File: config.mk
export PLATFORM = sky130hd
export DESIGN_NAME = bridge_wr_arbiter_flat
export DESIGN_NICKNAME = d
export VERILOG_FILES = /design/src/rtl/bridge_pkg.sv /design/src/rtl/bridge_wr_arbiter_if.sv /design/src/rtl/rr_select.sv /design/src/rtl/bridge_wr_arbiter.sv /design/src/flat_wrapper.sv
export SDC_FILE = /design/constraint.sdc
export NUM_CORES = 1
export LEC_CHECK = 0
export CAP_MARGIN = 10
export CORE_MARGIN = 2
export CORE_UTILIZATION = 36
export DETAILED_ROUTE_END_ITERATION = 6
export GPL_TIMING_DRIVEN = 0
export PLACE_DENSITY = 0.74
export SYNTH_ARGS = -nofsm -noshare
export SYNTH_HDL_FRONTEND = slang
export SYNTH_SLANG_ARGS = --single-unit
File: constraint.sdc
create_clock -name clk -period 2.5 [get_ports clk]
set_clock_uncertainty 0.2 [all_clocks]
set_input_delay 0.5 -clock clk [delete_from_list [all_inputs] [get_ports clk]]
set_output_delay 0.5 -clock clk [all_outputs]
set_load 0.05 [all_outputs]
File: src/rtl/bridge_pkg.sv
// Shared definitions for the bridge write arbiter.
//   state_e        - arbiter FSM state encoding
//   DEF_*          - default sizing used by the arbiter and its interface
//   idx_width()    - index width that never collapses to zero bits
package bridge_pkg;

   typedef enum logic [1:0] {
      S_IDLE  = 2'd0,
      S_ARB   = 2'd1,
      S_BURST = 2'd2,
      S_DONE  = 2'd3
   } state_e;

   localparam int unsigned DEF_NUM_REQ       = 3;
   localparam int unsigned DEF_DATA_WIDTH    = 64;
   localparam int unsigned DEF_BURST_LEN     = 4;
   localparam int unsigned DEF_DEPTH_PER_REQ = 16;

   function automatic int unsigned idx_width(input int unsigned n);
      return (n > 1) ? $clog2(n) : 1;
   endfunction

endpackage

File: src/rtl/bridge_wr_arbiter_if.sv
// Producer/buffer bundle for the bridge write arbiter.
//   req_valid/req_data/req_ready - per-requester streaming handshake
//   clear                        - pulse that empties every region
//   bank_*                       - buffer write port A
//   grant_idx/region_full/all_done - arbitration status
// Modport slave is the arbiter side, master is the producer/consumer side.
interface bridge_wr_arbiter_if
   import bridge_pkg::*;
#(
   parameter int unsigned NUM_REQ       = DEF_NUM_REQ,
   parameter int unsigned DATA_WIDTH    = DEF_DATA_WIDTH,
   parameter int unsigned DEPTH_PER_REQ = DEF_DEPTH_PER_REQ
);
   localparam int unsigned ADDR_WIDTH = $clog2(NUM_REQ * DEPTH_PER_REQ);
   localparam int unsigned IDX_WIDTH  = idx_width(NUM_REQ);

   logic [NUM_REQ-1:0]            req_valid;
   logic [NUM_REQ*DATA_WIDTH-1:0] req_data;
   logic [NUM_REQ-1:0]            req_ready;
   logic                          clear;
   logic                          bank_ena;
   logic                          bank_wea;
   logic [ADDR_WIDTH-1:0]         bank_addra;
   logic [DATA_WIDTH-1:0]         bank_dina;
   logic [IDX_WIDTH-1:0]          grant_idx;
   logic [NUM_REQ-1:0]            region_full;
   logic                          all_done;

   modport slave (
      input  req_valid, req_data, clear,
      output req_ready, bank_ena, bank_wea, bank_addra, bank_dina,
      output grant_idx, region_full, all_done
   );

   modport master (
      output req_valid, req_data, clear,
      input  req_ready, bank_ena, bank_wea, bank_addra, bank_dina,
      input  grant_idx, region_full, all_done
   );

endinterface

File: src/rtl/rr_select.sv
// Round-robin pick: first set bit of eligible scanning upward from rr_ptr,
// wrapping modulo NUM_REQ.
//   eligible - requesters that may be granted
//   rr_ptr   - scan start position (< NUM_REQ)
//   idx      - chosen requester (0 when none)
//   found    - high when any requester was eligible
module rr_select #(
   parameter int unsigned NUM_REQ = 3,
   parameter int unsigned IDX_W   = 2
) (
   input  logic [NUM_REQ-1:0] eligible,
   input  logic [IDX_W-1:0]   rr_ptr,
   output logic [IDX_W-1:0]   idx,
   output logic               found
);
   localparam int unsigned SUM_W = IDX_W + 1;

   logic [SUM_W-1:0] sum;
   logic [IDX_W-1:0] cand;

   always_comb begin
      found = 1'b0;
      idx   = '0;
      sum   = '0;
      cand  = '0;
      for (int i = 0; i < NUM_REQ; i++) begin
         // rr_ptr < NUM_REQ, so one conditional subtract is a full modulo
         sum = {1'b0, rr_ptr} + SUM_W'(i);
         if (sum >= SUM_W'(NUM_REQ)) begin
            sum = sum - SUM_W'(NUM_REQ);
         end
         cand = sum[IDX_W-1:0];
         if (!found && eligible[cand]) begin
            found = 1'b1;
            idx   = cand;
         end
      end
   end

endmodule

File: src/rtl/bridge_wr_arbiter.sv
// Burst write arbiter: NUM_REQ producers share one buffer write port. Each
// producer owns a DEPTH_PER_REQ-word region; grants are BURST_LEN beats and
// rotate round-robin. The write port is registered one cycle behind the
// handshake.
//   clk   - clock, rising edge
//   rst_n - synchronous active-low reset
//   bus   - bridge_wr_arbiter_if.slave (handshakes, clear, write port, status)
module bridge_wr_arbiter
   import bridge_pkg::*;
#(
   parameter int unsigned NUM_REQ       = DEF_NUM_REQ,
   parameter int unsigned DATA_WIDTH    = DEF_DATA_WIDTH,
   parameter int unsigned BURST_LEN     = DEF_BURST_LEN,
   parameter int unsigned DEPTH_PER_REQ = DEF_DEPTH_PER_REQ
) (
   input logic                clk,
   input logic                rst_n,
   bridge_wr_arbiter_if.slave bus
);
   localparam int unsigned ADDR_WIDTH = $clog2(NUM_REQ * DEPTH_PER_REQ);
   localparam int unsigned IDX_W      = idx_width(NUM_REQ);
   localparam int unsigned PTR_W      = $clog2(DEPTH_PER_REQ + 1);
   localparam int unsigned BEAT_W     = idx_width(BURST_LEN);

   state_e                state_q;
   logic [NUM_REQ-1:0]    ready_q;
   logic [IDX_W-1:0]      grant_q;
   logic [IDX_W-1:0]      rr_ptr_q;
   logic [BEAT_W-1:0]     beat_q;
   logic [PTR_W-1:0]      wr_ptr_q [NUM_REQ];
   logic [NUM_REQ-1:0]    full_q;
   logic                  bank_en_q;
   logic [ADDR_WIDTH-1:0] addr_q;
   logic [DATA_WIDTH-1:0] din_q;

   logic [NUM_REQ-1:0]    eligible;
   logic [IDX_W-1:0]      sel_idx;
   logic                  sel_found;
   logic                  hs;
   logic [DATA_WIDTH-1:0] gnt_data;
   logic [PTR_W-1:0]      gnt_ptr;
   logic [ADDR_WIDTH-1:0] gnt_base;
   logic [ADDR_WIDTH-1:0] wr_addr;
   logic [NUM_REQ-1:0]    full_next;
   logic [IDX_W-1:0]      rr_next;

   assign eligible = bus.req_valid & ~full_q;
   // ready_q is only ever set for the granted requester
   assign hs       = |(bus.req_valid & ready_q);
   assign rr_next  = (grant_q == IDX_W'(NUM_REQ - 1)) ? '0 : grant_q + IDX_W'(1);

   rr_select #(
      .NUM_REQ (NUM_REQ),
      .IDX_W   (IDX_W)
   ) u_rr_select (
      .eligible (eligible),
      .rr_ptr   (rr_ptr_q),
      .idx      (sel_idx),
      .found    (sel_found)
   );

   // Data, pointer and region base of the current grant
   always_comb begin
      gnt_data = '0;
      gnt_ptr  = '0;
      gnt_base = '0;
      for (int r = 0; r < NUM_REQ; r++) begin
         if (grant_q == IDX_W'(r)) begin
            gnt_data = bus.req_data[r*DATA_WIDTH +: DATA_WIDTH];
            gnt_ptr  = wr_ptr_q[r];
            gnt_base = ADDR_WIDTH'(r * DEPTH_PER_REQ);
         end
      end
      wr_addr = gnt_base + ADDR_WIDTH'(gnt_ptr);
   end

   // Full flag rises on the same edge the pointer reaches the region end, so
   // the following arbitration already sees the region as ineligible.
   always_comb begin
      full_next = full_q;
      if (hs && (gnt_ptr == PTR_W'(DEPTH_PER_REQ - 1))) begin
         full_next = full_q | (NUM_REQ'(1) << grant_q);
      end
   end

   always_ff @(posedge clk) begin
      if (!rst_n) begin
         state_q   <= S_IDLE;
         ready_q   <= '0;
         grant_q   <= '0;
         rr_ptr_q  <= '0;
         beat_q    <= '0;
         full_q    <= '0;
         for (int r = 0; r < NUM_REQ; r++) begin
            wr_ptr_q[r] <= '0;
         end
         bank_en_q <= 1'b0;
         addr_q    <= '0;
         din_q     <= '0;
      end else begin
         // A beat accepted together with clear is still written
         bank_en_q <= hs;
         if (hs) begin
            addr_q <= wr_addr;
            din_q  <= gnt_data;
         end

         if (bus.clear) begin
            state_q  <= S_IDLE;
            ready_q  <= '0;
            rr_ptr_q <= '0;
            beat_q   <= '0;
            full_q   <= '0;
            for (int r = 0; r < NUM_REQ; r++) begin
               wr_ptr_q[r] <= '0;
            end
         end else begin
            unique case (state_q)
               S_IDLE: begin
                  if (|eligible) begin
                     state_q <= S_ARB;
                  end
               end
               S_ARB: begin
                  if (sel_found) begin
                     grant_q <= sel_idx;
                     beat_q  <= '0;
                     ready_q <= NUM_REQ'(1) << sel_idx;
                     state_q <= S_BURST;
                  end else begin
                     state_q <= S_IDLE;
                  end
               end
               S_BURST: begin
                  // Valid drops stall here with the grant held
                  if (hs) begin
                     if (gnt_ptr != PTR_W'(DEPTH_PER_REQ)) begin
                        wr_ptr_q[grant_q] <= gnt_ptr + PTR_W'(1);
                     end
                     full_q <= full_next;
                     beat_q <= beat_q + BEAT_W'(1);
                     if (beat_q == BEAT_W'(BURST_LEN - 1)) begin
                        beat_q   <= '0;
                        ready_q  <= '0;
                        rr_ptr_q <= rr_next;
                        state_q  <= (&full_next) ? S_DONE : S_ARB;
                     end
                  end
               end
               S_DONE: begin
                  state_q <= S_DONE;
               end
               default: state_q <= S_IDLE;
            endcase
         end
      end
   end

   assign bus.req_ready   = ready_q;
   assign bus.bank_ena    = bank_en_q;
   assign bus.bank_wea    = bank_en_q;
   assign bus.bank_addra  = addr_q;
   assign bus.bank_dina   = din_q;
   assign bus.grant_idx   = grant_q;
   assign bus.region_full = full_q;
   assign bus.all_done    = &full_q;

endmodule

File: src/flat_wrapper.sv
// flat-port wrapper written by rule: the top's interface ports become plain ports
module bridge_wr_arbiter_flat import bridge_pkg::*;
#(
   parameter int unsigned NUM_REQ       = DEF_NUM_REQ,
   parameter int unsigned DATA_WIDTH    = DEF_DATA_WIDTH,
   parameter int unsigned BURST_LEN     = DEF_BURST_LEN,
   parameter int unsigned DEPTH_PER_REQ = DEF_DEPTH_PER_REQ
)
  (clk, rst_n, bus_req_valid, bus_req_data, bus_clear, bus_req_ready, bus_bank_ena, bus_bank_wea, bus_bank_addra, bus_bank_dina, bus_grant_idx, bus_region_full, bus_all_done);
  bridge_wr_arbiter_if #(.NUM_REQ(NUM_REQ), .DATA_WIDTH(DATA_WIDTH), .DEPTH_PER_REQ(DEPTH_PER_REQ)) bus_i ();
  input logic clk;
  input logic rst_n;
  input wire logic [$bits(bus_i.req_valid)-1:0] bus_req_valid;
  input wire logic [$bits(bus_i.req_data)-1:0] bus_req_data;
  input wire logic [$bits(bus_i.clear)-1:0] bus_clear;
  output wire logic [$bits(bus_i.req_ready)-1:0] bus_req_ready;
  output wire logic [$bits(bus_i.bank_ena)-1:0] bus_bank_ena;
  output wire logic [$bits(bus_i.bank_wea)-1:0] bus_bank_wea;
  output wire logic [$bits(bus_i.bank_addra)-1:0] bus_bank_addra;
  output wire logic [$bits(bus_i.bank_dina)-1:0] bus_bank_dina;
  output wire logic [$bits(bus_i.grant_idx)-1:0] bus_grant_idx;
  output wire logic [$bits(bus_i.region_full)-1:0] bus_region_full;
  output wire logic [$bits(bus_i.all_done)-1:0] bus_all_done;
  assign bus_i.req_valid = bus_req_valid;
  assign bus_i.req_data = bus_req_data;
  assign bus_i.clear = bus_clear;
  assign bus_req_ready = bus_i.req_ready;
  assign bus_bank_ena = bus_i.bank_ena;
  assign bus_bank_wea = bus_i.bank_wea;
  assign bus_bank_addra = bus_i.bank_addra;
  assign bus_bank_dina = bus_i.bank_dina;
  assign bus_grant_idx = bus_i.grant_idx;
  assign bus_region_full = bus_i.region_full;
  assign bus_all_done = bus_i.all_done;
  bridge_wr_arbiter #(.NUM_REQ(NUM_REQ), .DATA_WIDTH(DATA_WIDTH), .BURST_LEN(BURST_LEN), .DEPTH_PER_REQ(DEPTH_PER_REQ)) u_core (.clk(clk), .rst_n(rst_n), .bus(bus_i));
endmodule
Yosys cells after proc, flatten, opt, wreduce, memory -nomap -nowiden
Memory sizes are Yosys's and may differ from the RTL's.
Index checks and enable logic that the tools add are counted.
Widths: inputs -> output; s select.

storage, ports and cells
  ROM bits = 0
  latch bits = 0
  input port bits = 198
  output and inout port bits = 81
  register bits after elaboration = 85
  memories = 1
  word-level logic and storage cells = 123
  RAM bits = 15

cells by class
  muxes and demuxes = 55
  add/sub/neg operators = 9
  divide/modulo/power cells = 0
  reduce and logical (&&, ||, !) cells = 20
  eq/ne operators = 12
  shift operators = 2
  magnitude comparators = 6
  multiply operators = 0
  bitwise operators = 9

memories
  memory           depth  bits a word  read ports  clocked after Yosys merged registers in  wr ports  RTL line                 source
  u_core.wr_ptr_q  3      5            3           0                                        3         bridge_wr_arbiter.sv:30  logic [PTR_W-1:0] wr_ptr_q [NUM_REQ];

operators by type and width
  cell                 number
  $mux 64              3
  $mux 5               8
  $mux 2               16
  $reduce_and 3->1     6
  $mux 1               17
  $mux 3               4
  $lt 2x3->1 const B   3
  $eq 2x2->1 const B   4
  $ne 2x1->1 const B   4
  $pmux 2 s4           1
  $add 6x5->6          1
  $and 3x3->3          2
  $bmux 1 s2           3
  $ge 3x2->1 const B   2
  $mux 6               1
  $pmux 3 s2           1
  $reduce_or 3->1      2
  $shl 1x2->3 const A  2
  $sub 2x2->2 const B  3
  $add 5x1->5 const B  1
  $eq 5x4->1 const B   1
  $ne 5x5->1 const B   1
  $reduce_or 5->1      1
  $add 2x1->2 const B  2
  other kinds (16)     24

Longest topological paths before layout
  depth in word-level cells = 14
  mapped depth = 14
  gate-level depth less buffers = 13

Cells and area by module
Synthesis repeated with hierarchy kept, for this count alone.

unflattened totals
  cells, all modules = 563
  area total of the unflattened synthesis = 5378.9 sq um

by module, submodules not included
  module             instances  cells an instance  seq. area each (sq um)  area each (sq um)
  bridge_wr_arbiter  1          537                2152.1                  5178.7
  rr_select          1          26                 0.0                     200.2

Worst setup path before layout
Ideal clock, no wire load.

  path type = register to register
  from = register u_core.grant_q[0] (netlist: u_core.bus.grant_idx[0])
  to = memory u_core.wr_ptr_q[1][0] (netlist bit), enable pin
  data required time = 1987 ps
  period minus slack after synthesis = 2882 ps
  arrival time = 2369 ps
  library setup time = 313 ps
  cell stages (with the launch flop) = 11
  slack = -382 ps
  buffers on the path = 2
  cell sequence = dfxtp_1 > nor2b_1 > buf_2 > nand2_1 > o21ai_1 > inv_1 > ha_1 > a41o_1 > or3b_1 > buf_2 > nand2_1

RTL lines
  what                    RTL line                  source
  start, declared         bridge_wr_arbiter.sv:27   logic [IDX_W-1:0] grant_q;
  start signal, assigned  bridge_wr_arbiter.sv:126  grant_q <= sel_idx;
  end, declared           bridge_wr_arbiter.sv:30

Worst setup path in the final report
  from = register u_core.grant_q[1] (netlist: u_core.bus.grant_idx[1])
  to = register u_core.state_q[1]

on the way
  longest elaborated chain between the ends = 12
  elaborated cells on any way between the ends = 16
  those cells by class = eq/ne (3); shift (1); mux (8); bitwise (1); reduce/logical (3)

ends and longest elaborated chain
  what                         RTL line                  source
  $logic_not 2->1              bridge_wr_arbiter.sv:68   if (grant_q == IDX_W'(r)) begin
  $mux 5 (2 in series)         bridge_wr_arbiter.sv:68
  $mux 5 (*)                   bridge_wr_arbiter.sv:68
  named net u_core.gnt_ptr[1]  bridge_wr_arbiter.sv:41   logic [PTR_W-1:0] gnt_ptr;
  $eq 5x4->1 (*)               bridge_wr_arbiter.sv:81   if (hs && (gnt_ptr == PTR_W'(DEPTH_PER_REQ - 1))) begin
  $logic_and 1x1->1 (*)        bridge_wr_arbiter.sv:81
  $mux 3 (*)                   bridge_wr_arbiter.sv:81
  $reduce_and 3->1 (*)         bridge_wr_arbiter.sv:146  state_q <= (&full_next) ? S_DONE : S_ARB;
  $mux 2 (*)                   bridge_wr_arbiter.sv:146
  $mux 2 (*)                   bridge_wr_arbiter.sv:142  if (beat_q == BEAT_W'(BURST_LEN - 1)) begin
  $mux 2 (*)                   bridge_wr_arbiter.sv:136  if (hs) begin
  $pmux 2 s4 (*)               bridge_wr_arbiter.sv:118  unique case (state_q)
  end signal, assigned         bridge_wr_arbiter.sv:146
  end, declared                bridge_wr_arbiter.sv:25   state_e state_q;

The timed path passes the listed nets; every way through them passes the cells marked *. The select of a mux whose other input is x is not followed.
A chain may end at the register's enable or synchronous reset.

==> impl_results.md <==
- Clk sinks: 100
- Pwr Density: 432 nW/µm²
- Register share of total power: 0.444
- Worst EP arrival: 2.53 ns
- Max-slew headroom: 0.582
- Die Area: 15900 µm²
- DIE WIDTH: 126 µm
- Buffers on Ports: 278
- Global placement routability congestion: 0.955
- Iter 0 DRT Violations: 243
- PnR Total Power: 3830 µW
- Ys Warns: 0
- Run status: finished, final reports clean
- Clk pwr share: 0.358
- CP delay by family, top: compound AO/OA/AOI/OAI gates
- # IOs: 279
- Final Cell Area: 8860 µm²
- Final setup violation count: 0
- Syn_nets: 786
- Least-Margin Pin Slew: 0.627 ns
- Nets: 1087
- Combinational share of power: 0.198
- Post-synth top flop: dfxtp_1
- DIE HEIGHT: 126 µm
- Critical Path RT: 2.55 ns
- Hold crit path type: register to register
- Remaining DRCs: 0
- Static Leak: 0.00385 µW
- Setup slack after layout: 0.0214 ns
- Crit path buf inv count: 2
- Layout cell share with drive strength beyond 1: 0.0702
- Crit end category: register
- RSZ-0062 raised after global routing: true
- Post-synth EDFFs: 15
- Total track usage: 0.241
- Max stage delay cell, worst path: dfxtp_4
- Antenna Diode Count: 0
- Maximum VDD drop: 378 µV
- Startpoint type of the worst setup path: register
- Most frequent cells in the layout: clkdlybuf4s50_1 (276), nand2_1 (96), dfxtp_1 (83), mux2i_1 (75), o211a_1 (70)
- Fin util: 0.608
- Critical-path cell list: buf_8 > mux2i_1 > nor2_1 > a21oi_2 > inv_1 > ha_2 > nand2_2 > nor2_2 > ha_2 > o21ai_2 > nor2_1 > o211a_1 > a211oi_2 > o41ai_2
- Synth cell types: 42
- CTS Buffer Depth: 2
- Final min period: 2.48 ns
- CTS buffer count: 9
- WL per Instance: 18.4 µm
- Starting density of the core: 0.369
- Int Pwr: 2860 µW
- Post-synthesis sequential area ratio: 0.400
- F_max: 403 MHz
- Final WL: 19600 µm
- MaxCap Viol Count: 0
- Synth Instances: 577
- Row cnt: 44
- Period utilization: 0.991
- Crit path kind: register to register
- Area leader, netlist: dfxtp_1
- First-pass GRT wire length: 30400 µm
- Antenna viol nets, final: 0
- Clk root buf: clkbuf_16
- Async S/R FF share, synth: 0
- Synthesis-to-layout area growth: 64.8%
- Post-synth top area share: 0.316
- Switching Share: 0.253
- Dpl ws: -0.640 ns
- CTS tree: yes
- Max H-tree Level: 3
- Hold Violations, Final: 0
- Mapped Area: 5380 µm²
- Area after DPL: 8410 µm²
- Vias per cell: 5.32
- Hold buffers post-CTS: 0
- Max-slew violations: 0
- Critical-path maximum fanout: 5
- Core area: 14600 µm²
- Clock-pin slew on the worst setup and hold paths: 0.07 ns
- Sw Pwr: 967 µW
- FF+latch count, synth: 100
- Global route total overflow: 0
- DR pass1 iterations: 4
- Clock latency on the worst-skew pair: 0.35 ns
- Vias in the first global route: 5806
- Synth area leaders: dfxtp_1 (32%), mux2i_1 (14%), o211a_1 (13%)
- Syn avg cell area: 9.32 µm²
- DR vias: 5673
- Most common cell after layout, fill and taps aside: clkdlybuf4s50_1
- Pin count of the biggest net entering global routing: 16
- Initial antenna violation count: 0
- DPL Wire Length: 15600 µm
- Max incr delay on CP: 0.37 ns
-- metrics by stage --
step | instances | setup TNS [ns] | hold WS, ns
2_1_floorplan | 577 | -0.00319 | 0.242
3_3_place_gp | 1039 | -34.17 | 0.257
3_5_place_dp | 1039 | -40.00 | 0.271
4_1_cts | 1063 | 0 | 0.280
5_1_grt | 1067 | -0.747 | 0.314
6_report | 1067 | 0 | 0.285
-- metal layers --
| metal | routed length, µm | global-route usage | vias to the layer above |
|---|---|---|---|
| met2 | 9860 | 0.430 | 226 |
| met3 | 1380 | 0.0493 | 30 |
| li1 | - | - | 2726 |
| met1 | 7860 | 0.285 | 2691 |
| met4 | 492 | 0.0879 | 0 |
| met5 | 0 | 0 | - |
-- what timing repair did --
item,in CTS,in global routing
endpoints found under the setup margin,56,14
pin swaps,3,8
resized for setup,12,11
setup buffers,9,5
-- worst paths after layout --
check / cells after the start / to / slack (ns) / start
min reg2reg: 2 / u_core.beat_q[1] / 0.28 / u_core.beat_q[1]
max reg2reg: 14 / u_core.state_q[1] / 0.02 / u_core.bus.grant_idx[1]
max: 14 / u_core.state_q[1] / 0.02 / u_core.bus.grant_idx[1]
min: 2 / u_core.beat_q[1] / 0.28 / u_core.beat_q[1]
-- Yosys cell counts, types with 2 or more instances --
master,count
buf_1,11
o211a_1,70
a21oi_1,8
nor2_1,28
o211ai_1,64
mux2i_1,75
clkbuf_1,30
nand3_1,6
a211oi_1,3
dfxtp_1,85
nor3_1,3
edfxtp_1,15
nand2b_1,6
and3_1,4
and2_1,2
buf_2,10
or3_1,2
buf_4,2
nor2b_1,4
xnor2_1,3
ha_1,11
o21ai_1,3
inv_1,9
o21ai_0,6
nand2_1,100
-- final cells by class --
cell class	instances	area [µm²]
clock buffers	10	229
repair buffers	292	2890
plain buffers	52	239
clock inverters	6	55.1
inverters	9	33.8
multi-input cells	414	3030
fillers	1246	5730
flip-flops and latches	100	2160
well taps	184	230
-- power by group through the flow --
| stage | registers [µW] | clock network (µW) | logic (µW) |
|---|---|---|---|
| 4_1_cts | 1700 | 1390 | 752 |
| 6_report | 1700 | 1370 | 757 |
| 3_3_place_gp | 1730 | 0 | 733 |
| 3_5_place_dp | 1730 | 0 | 740 |
| 5_1_grt | 1700 | 1460 | 803 |
| 2_1_floorplan | 1850 | 0 | 176 |
-- worst reg2reg max path: stages, from the launching register on --
cell	delay, ns
dfxtp_4	0.37
buf_8	0.13
mux2i_1	0.12
nor2_1	0.16
a21oi_2	0.06
inv_1	0.09
ha_2	0.19
nand2_2	0.05
nor2_2	0.08
ha_2	0.20
o21ai_2	0.05
nor2_1	0.10
o211a_1	0.20
a211oi_2	0.05
o41ai_2	0.34
-- logic make-up (layout without fill, tap and decap cells) --
kind of cell | Yosys count | after routing | synth area share
compound gates | 164 | 164 | 0.254
simple gates | 160 | 160 | 0.126
flops | 100 | 100 | 0.400
mux | 75 | 75 | 0.140
buf+inv | 63 | 369 | 0.0479
fa+ha+maj | 12 | 12 | 0.0274
xor+xnor | 3 | 3 | 0.00489
-- sequential cells by signal, indices dropped and copies added (netlist names) --
| register | count |
|---|---|
| u_core.bus.bank_ena | 1 |
| u_core.bus.region_full | 3 |
| u_core.beat_q | 2 |
| u_core.state_q | 2 |
| u_core.bus.grant_idx | 2 |
| u_core.bus.bank_dina | 64 |
| u_core.rr_ptr_q | 2 |
| u_core.bus.req_ready | 3 |
| u_core.bus.bank_addra | 6 |
| u_core.wr_ptr_q | 15 |
(Power assumes the default switching activity.)
